File: src/rtl/cmp_arbiter_pkg.sv
// Shared definitions for the two-requester pattern-compare arbiter:
// FSM state encoding, default parameter values and the saturating
// counter helper used by the match counter.
package cmp_arbiter_pkg;

  // Legacy-compatible state codes; the enum below is built from them.
  localparam logic [1:0] S_IDLE = 2'd0;
  localparam logic [1:0] S_CMP  = 2'd1;
  localparam logic [1:0] S_HOLD = 2'd2;

  typedef enum logic [1:0] {
    IDLE = S_IDLE,
    CMP  = S_CMP,
    HOLD = S_HOLD
  } state_e;

  // Default parameter values for the arbiter and its comparator.
  localparam int unsigned  DEF_WIDTH        = 128;
  localparam logic [127:0] DEF_PATTERN      = 128'd8;
  localparam int unsigned  DEF_ALARM_THRESH = 4;

  // Match counter geometry.
  localparam int unsigned CNT_W   = 8;
  localparam logic [7:0]  CNT_MAX = 8'd255;

  // Increment an 8-bit count, holding at the maximum instead of wrapping.
  function automatic logic [7:0] sat_inc8(input logic [7:0] value);
    logic [7:0] result;
    if (value == CNT_MAX) begin
      result = value;
    end else begin
      result = value + 8'd1;
    end
    return result;
  endfunction

endpackage : cmp_arbiter_pkg

File: src/rtl/cmp_arbiter_eq_comparator.sv
// Combinational equality check of the latched word against a fixed
// pattern. One instance serves both requesters because only one word is
// ever in flight.
module eq_comparator
  import cmp_arbiter_pkg::*;
#(
  parameter int unsigned      WIDTH   = DEF_WIDTH,
  parameter logic [WIDTH-1:0] PATTERN = WIDTH'(DEF_PATTERN)
) (
  input  logic [WIDTH-1:0] i_word,
  output logic             o_equal
);

  // Full-width compare; no pipelining, the result is consumed in CMP.
  always_comb begin
    o_equal = 1'b0;
    if (i_word == PATTERN) begin
      o_equal = 1'b1;
    end else begin
      o_equal = 1'b0;
    end
  end

endmodule : eq_comparator

File: src/rtl/cmp_arbiter.sv
// Two-requester round-robin arbiter feeding a single pattern comparator.
// One word is in flight at a time: IDLE accepts, CMP registers the compare
// result, HOLD presents it until the consumer takes it. A saturating count
// of equal results drives a sticky alarm, both cleared by clr.
module cmp_arbiter
  import cmp_arbiter_pkg::*;
#(
  parameter int unsigned      WIDTH        = DEF_WIDTH,
  parameter logic [WIDTH-1:0] PATTERN      = WIDTH'(DEF_PATTERN),
  parameter int unsigned      ALARM_THRESH = DEF_ALARM_THRESH
) (
  input  logic             clk,
  input  logic             rst_n,
  input  logic             req0_valid,
  input  logic [WIDTH-1:0] req0_data,
  output logic             req0_ready,
  input  logic             req1_valid,
  input  logic [WIDTH-1:0] req1_data,
  output logic             req1_ready,
  output logic             rsp_valid,
  input  logic             rsp_ready,
  output logic             rsp_id,
  output logic             rsp_equal,
  input  logic             clr,
  output logic [7:0]       match_cnt,
  output logic             alarm
);

  // Alarm threshold brought to counter width once, so the compare is 8-bit.
  localparam logic [CNT_W-1:0] THRESH_C = CNT_W'(ALARM_THRESH);

  state_e           r_state;
  logic             r_last_grant;
  logic [WIDTH-1:0] r_data;
  logic             r_id;
  logic             r_rsp_valid;
  logic             r_rsp_id;
  logic             r_rsp_equal;
  logic [7:0]       r_match_cnt;
  logic             r_alarm;

  logic             w_grant;
  logic             w_any_valid;
  logic             w_accept;
  logic [WIDTH-1:0] w_sel_data;
  logic             w_equal;
  logic             w_inc;
  logic [7:0]       w_cnt_next;
  logic             w_alarm_next;

  // Round-robin pick: on a tie the requester that did not win last goes next.
  always_comb begin
    w_grant     = 1'b0;
    w_any_valid = req0_valid | req1_valid;
    if (req0_valid && req1_valid) begin
      w_grant = ~r_last_grant;
    end else if (req1_valid) begin
      w_grant = 1'b1;
    end else begin
      w_grant = 1'b0;
    end
  end

  // Accept only in IDLE and never while reset is being applied.
  always_comb begin
    w_accept   = 1'b0;
    req0_ready = 1'b0;
    req1_ready = 1'b0;
    if (rst_n && (r_state == IDLE)) begin
      w_accept   = w_any_valid;
      req0_ready = req0_valid & ~w_grant;
      req1_ready = req1_valid &  w_grant;
    end else begin
      w_accept   = 1'b0;
      req0_ready = 1'b0;
      req1_ready = 1'b0;
    end
  end

  // Steer the granted requester's word toward the data register.
  always_comb begin
    w_sel_data = '0;
    if (w_grant) begin
      w_sel_data = req1_data;
    end else begin
      w_sel_data = req0_data;
    end
  end

  eq_comparator #(
    .WIDTH   (WIDTH),
    .PATTERN (PATTERN)
  ) u_eq_comparator (
    .i_word  (r_data),
    .o_equal (w_equal)
  );

  // Sequence one word through accept, compare and response handshake.
  always_ff @(posedge clk) begin
    if (!rst_n) begin
      r_state      <= IDLE;
      r_last_grant <= 1'b1;
      r_data       <= '0;
      r_id         <= 1'b0;
      r_rsp_valid  <= 1'b0;
      r_rsp_id     <= 1'b0;
      r_rsp_equal  <= 1'b0;
    end else begin
      case (r_state)
        IDLE: begin
          if (w_accept) begin
            r_data       <= w_sel_data;
            r_id         <= w_grant;
            r_last_grant <= w_grant;
            r_state      <= CMP;
          end else begin
            r_state      <= IDLE;
          end
        end
        CMP: begin
          r_rsp_equal <= w_equal;
          r_rsp_id    <= r_id;
          r_rsp_valid <= 1'b1;
          r_state     <= HOLD;
        end
        HOLD: begin
          if (rsp_ready) begin
            r_rsp_valid <= 1'b0;
            r_state     <= IDLE;
          end else begin
            r_state     <= HOLD;
          end
        end
        default: begin
          r_rsp_valid <= 1'b0;
          r_state     <= IDLE;
        end
      endcase
    end
  end

  // Next count and alarm: count equal results as they leave CMP; clr wins.
  always_comb begin
    w_inc        = (r_state == CMP) && w_equal;
    w_cnt_next   = r_match_cnt;
    w_alarm_next = r_alarm;
    if (clr) begin
      w_cnt_next   = 8'd0;
      w_alarm_next = 1'b0;
    end else if (w_inc) begin
      w_cnt_next   = sat_inc8(r_match_cnt);
      w_alarm_next = r_alarm | (sat_inc8(r_match_cnt) >= THRESH_C);
    end else begin
      w_cnt_next   = r_match_cnt;
      w_alarm_next = r_alarm;
    end
  end

  // Register match counter and sticky alarm.
  always_ff @(posedge clk) begin
    if (!rst_n) begin
      r_match_cnt <= 8'd0;
      r_alarm     <= 1'b0;
    end else begin
      r_match_cnt <= w_cnt_next;
      r_alarm     <= w_alarm_next;
    end
  end

  assign rsp_valid = r_rsp_valid;
  assign rsp_id    = r_rsp_id;
  assign rsp_equal = r_rsp_equal;
  assign match_cnt = r_match_cnt;
  assign alarm     = r_alarm;

endmodule : cmp_arbiter

File: config.mk
export PLATFORM = sky130hd
export DESIGN_NAME = cmp_arbiter
export DESIGN_NICKNAME = d
export VERILOG_FILES = /design/src/rtl/cmp_arbiter_pkg.sv /design/src/rtl/cmp_arbiter_eq_comparator.sv /design/src/rtl/cmp_arbiter.sv
export SDC_FILE = /design/constraint.sdc
export NUM_CORES = 1
export LEC_CHECK = 0
export ABC_AREA = 1
export ABC_CLOCK_PERIOD_IN_PS = 2500
export CORE_AREA = 2 2 126 128
export DETAILED_ROUTE_END_ITERATION = 6
export DIE_AREA = 0 0 128 130
export PLACE_DENSITY = 0.94
export SLEW_MARGIN = 20
export SYNTH_ARGS = -nofsm -noshare
export SYNTH_HDL_FRONTEND = slang
export SYNTH_SLANG_ARGS = --single-unit
File: constraint.sdc
create_clock -name clk -period 2.5 [get_ports clk]
set_clock_uncertainty 0.15 [all_clocks]
set_input_delay 0.375 -clock clk [delete_from_list [all_inputs] [get_ports clk]]
set_output_delay 0.375 -clock clk [all_outputs]
set_load 0.05 [all_outputs]
==> qor.log, run 1 <==
[clock_tree] Resize count post-CTS 0
[layout] P&R area growth vs syn 48.4%
[setup_path] stage delay of the slowest cell on the critical path 860 ps
[layout] number of filler cells placed in the layout 1,172
[place] half-perimeter wire length after placement 16,200 um
[detailed_routing] routed length per placed instance 15.8 um
[sta] Hold Violations, Final 0
[place] buffers added on ports 275
[worst_hold_path] Min-Delay Path Depth 3
[setup_path] Max stage delay cell, worst path clkdlybuf4s50_1
[clock_tree] Root Driver clkbuf_16
[detailed_routing] number of vias per cell after detailed routing 5.32
[clock_tree] count of H-tree levels built during CTS 4
[worst_hold_path] path type of the worst min-delay path in -> reg
[setup_path] Critical R2R Launch r_state[0]
[synthesis] total number of yosys warnings 0
[sta] Max Slew Vio Count 0
[clock_tree] TritonCTS clock tree done
[clock_tree] TritonCTS Buffers 17
[setup_path] startpoint types register
[clock_tree] Sink Count 144
[clock_tree] clk buf depth 2
[sta] crit path setup slack, layout 228 ps
[synthesis] top cells by instance count after synthesis nor2_1 (155), dfxtp_1 (144), a21oi_1 (136)
[detailed_routing] remaining antenna violation count 0
[detailed_routing] final routed wirelength across all metal layers 22,000 um
[setup_path] critical path startpoint match_cnt[2]
[setup_path] largest fanout on the critical path 6
[setup_path] sort of element at the end of the critical path primary output
[detailed_routing] number of DRC markers after the initial detailed-route iteration 563
[outcome] result of the run finished, final reports clean
[synthesis] most area-hungry cell type in the Yosys netlist dfxtp_1
[place] setup slack at placement 235 ps
[power_and_ir_drop] Leakage Power 0.00480 uW
[worst_hold_path] HP Start rst_n
[synthesis] cell area after technology mapping 7210 um2
[sta] highest achievable clock rate 440 MHz
[synthesis] cell with the most instances after synthesis nor2_1
[synthesis] Post-synth top flop dfxtp_1
[power_and_ir_drop] areal power density over the cells 632 nW/um2
[setup_path] capture point of the worst reg-to-reg path r_data[25]
[sta] final number of setup-violating endpoints 0
[layout] total number of nets in the final design 1,453
[synthesis] number of different library cells in the post-synthesis netlist 23
[clock_tree] number of hold-repair buffers added at the cts stage 0
[sta] Min Clock Period, post-route 2270 ps
[setup_path] setup slack of the most critical reg-to-reg path 500 ps
[sta] Tightest Pin Transition 882 ps
[global_route] total global routing overflow 0
[synthesis] average size of a mapped cell 7.72 um2
[clock_tree] clock latency reported for the late side of the worst-skew pair 420 ps
[synthesis] post-synth top area share 0.400
[synthesis] Net Count, Synth 1,197
[global_route] largest net degree at the start of global routing 166
[place] weighted congestion reported at the end of routability-driven placement 0.916
[setup_path] number of buffers and inverters on the critical path 1
[setup_path] worst-path cell chain clkdlybuf4s50_1
[synthesis] cell types with the largest area share after synthesis dfxtp_1 (40%), mux2i_1 (18%), a21oi_1 (9.4%)
[floorplan] die area 16,600 um2
[layout] final core utilization 0.694
[global_route] global routing usage summed across all routing layers 0.260
[synthesis] register area share after synthesis 0.400
[clock_tree] Setup Buffers After CTS 0
[global_route] antenna violations before repair 0
[setup_path] FF-to-FF path depth 6
[floorplan] Die Height 130 um
[detailed_routing] via count 7,423
[sta] fraction of the cycle the final worst path needs 0.909
[setup_path] Worst Path Required 1980 ps
[floorplan] starting density of the core 0.467
[setup_path] family with the most delay on the worst path buffers and inverters
[global_route] number of global-route vias before repair 7,300
[setup_path] Critical Path AT 1750 ps
[floorplan] area inside the core boundary 15,400 um2
[clock_tree] clock-pin slew reported for the worst setup and hold paths after clock tree synthesis 60 ps
[flow_run] total of max-cap violations 0
[sta] final setup TNS 0 ps
[synthesis] Async SR Flop Fraction 0
[setup_path] worst setup path category reg -> out
[floorplan] Core Rows 46
[power_and_ir_drop] Max IR drop VDD 0.544 mV
[detailed_routing] detailed-routing iteration count for the pre-antenna-repair pass 5
[sta] unrepaired setup endpoints after global routing no
[sta] remaining max-slew budget at the tightest pin 0.412
[floorplan] number of top-level design ports 276
[layout] proportion of layout cells with a drive suffix above 1 0.0499
[synthesis] EDFF count, synth 0
[global_route] global-route wire length before repair 34,300 um
[worst_hold_path] endpoint of the worst hold path r_id
[synthesis] number of register bits inferred by synthesis 144
[layout] Antenna Cells 0
[floorplan] die span in x 128 um
[synthesis] Post-Synthesis Cells 934
[detailed_routing] Remaining DRCs 0
cell type report:
cell class	instances	area, um2	area share
Inverter	41	159	0.0149
Sequential cell	144	2880	0.269
Clock inverter	13	163	0.0152
Multi-Input combinational cell	693	3840	0.359
Tap cell	192	240	0.0225
Timing Repair Buffer	293	2960	0.277
Clock buffer	19	453	0.0423
routing by layer:
metal  routed length (um)  GRT usage
met4                  610      0.108
met1                 8530      0.290
met3                 1640     0.0615
met5                    0          0
met2                11200      0.478
cell families after synthesis:
family / after synthesis / share of synthesized area
AOI/OAI and AO/OA: 275 / 0.192
and+or+nand+nor: 287 / 0.158
muxes: 128 / 0.178
xor gates and xnor gates: 2 / 0.00243
DFF: 144 / 0.400
buffers and inverters: 97 / 0.0680
adders and majority gates: 1 / 0.00174
power by group:
group	switching (uW)	internal [uW]
sequential	148	2510
combinational	719	775
clock	991	1620
worst max path at each step:
stage	to	slack, ps	cells after the start
final	match_cnt[2]	230	1
after global routing	match_cnt[2]	180	1
after global placement	r_data[55]	290	7
after CTS	match_cnt[6]	220	1
after detailed placement	r_data[16]	230	7
after floorplan	req0_ready	330	6
cells in the final DEF (no fill, tap or decap), types with 6 or more instances in the layout:
master             n
nand3_1           19
nand2_1          104
o21ai_1          101
mux2i_1          128
nor2_1           155
o21ai_0           36
clkdlybuf4s50_1  272
a21oi_1          136
dfxtp_1          144
inv_1             39
buf_4             14
buf_12             6
clkbuf_16         17
sequential cells by signal (all words and copies together) (netlist names):
name / count
r_data: 128
match_cnt: 8
r_state: 2
alarm: 1
r_id: 1
r_last_grant: 1
rsp_equal: 1
rsp_id: 1
rsp_valid: 1
per-stage QoR:
step	cell area, um2	power (uW)	hold WS [ps]	std cells
final	10700	6770	124	1395
after global routing	10700	7070	136	1395
after CTS	10700	6790	115	1395
after detailed placement	10100	4180	310	1363
after global placement	10100	4120	307	1363
after floorplan	7210	3530	279	934
No activity file was read; power rests on OpenSTA's default activity.
==> inputs of run 2 (changes only) <==
Settings changed: CTS_CLUSTER_SIZE set to 24.
==> results of run 2 <==
Final layout, timing and power as in run 1 (identical DEF).
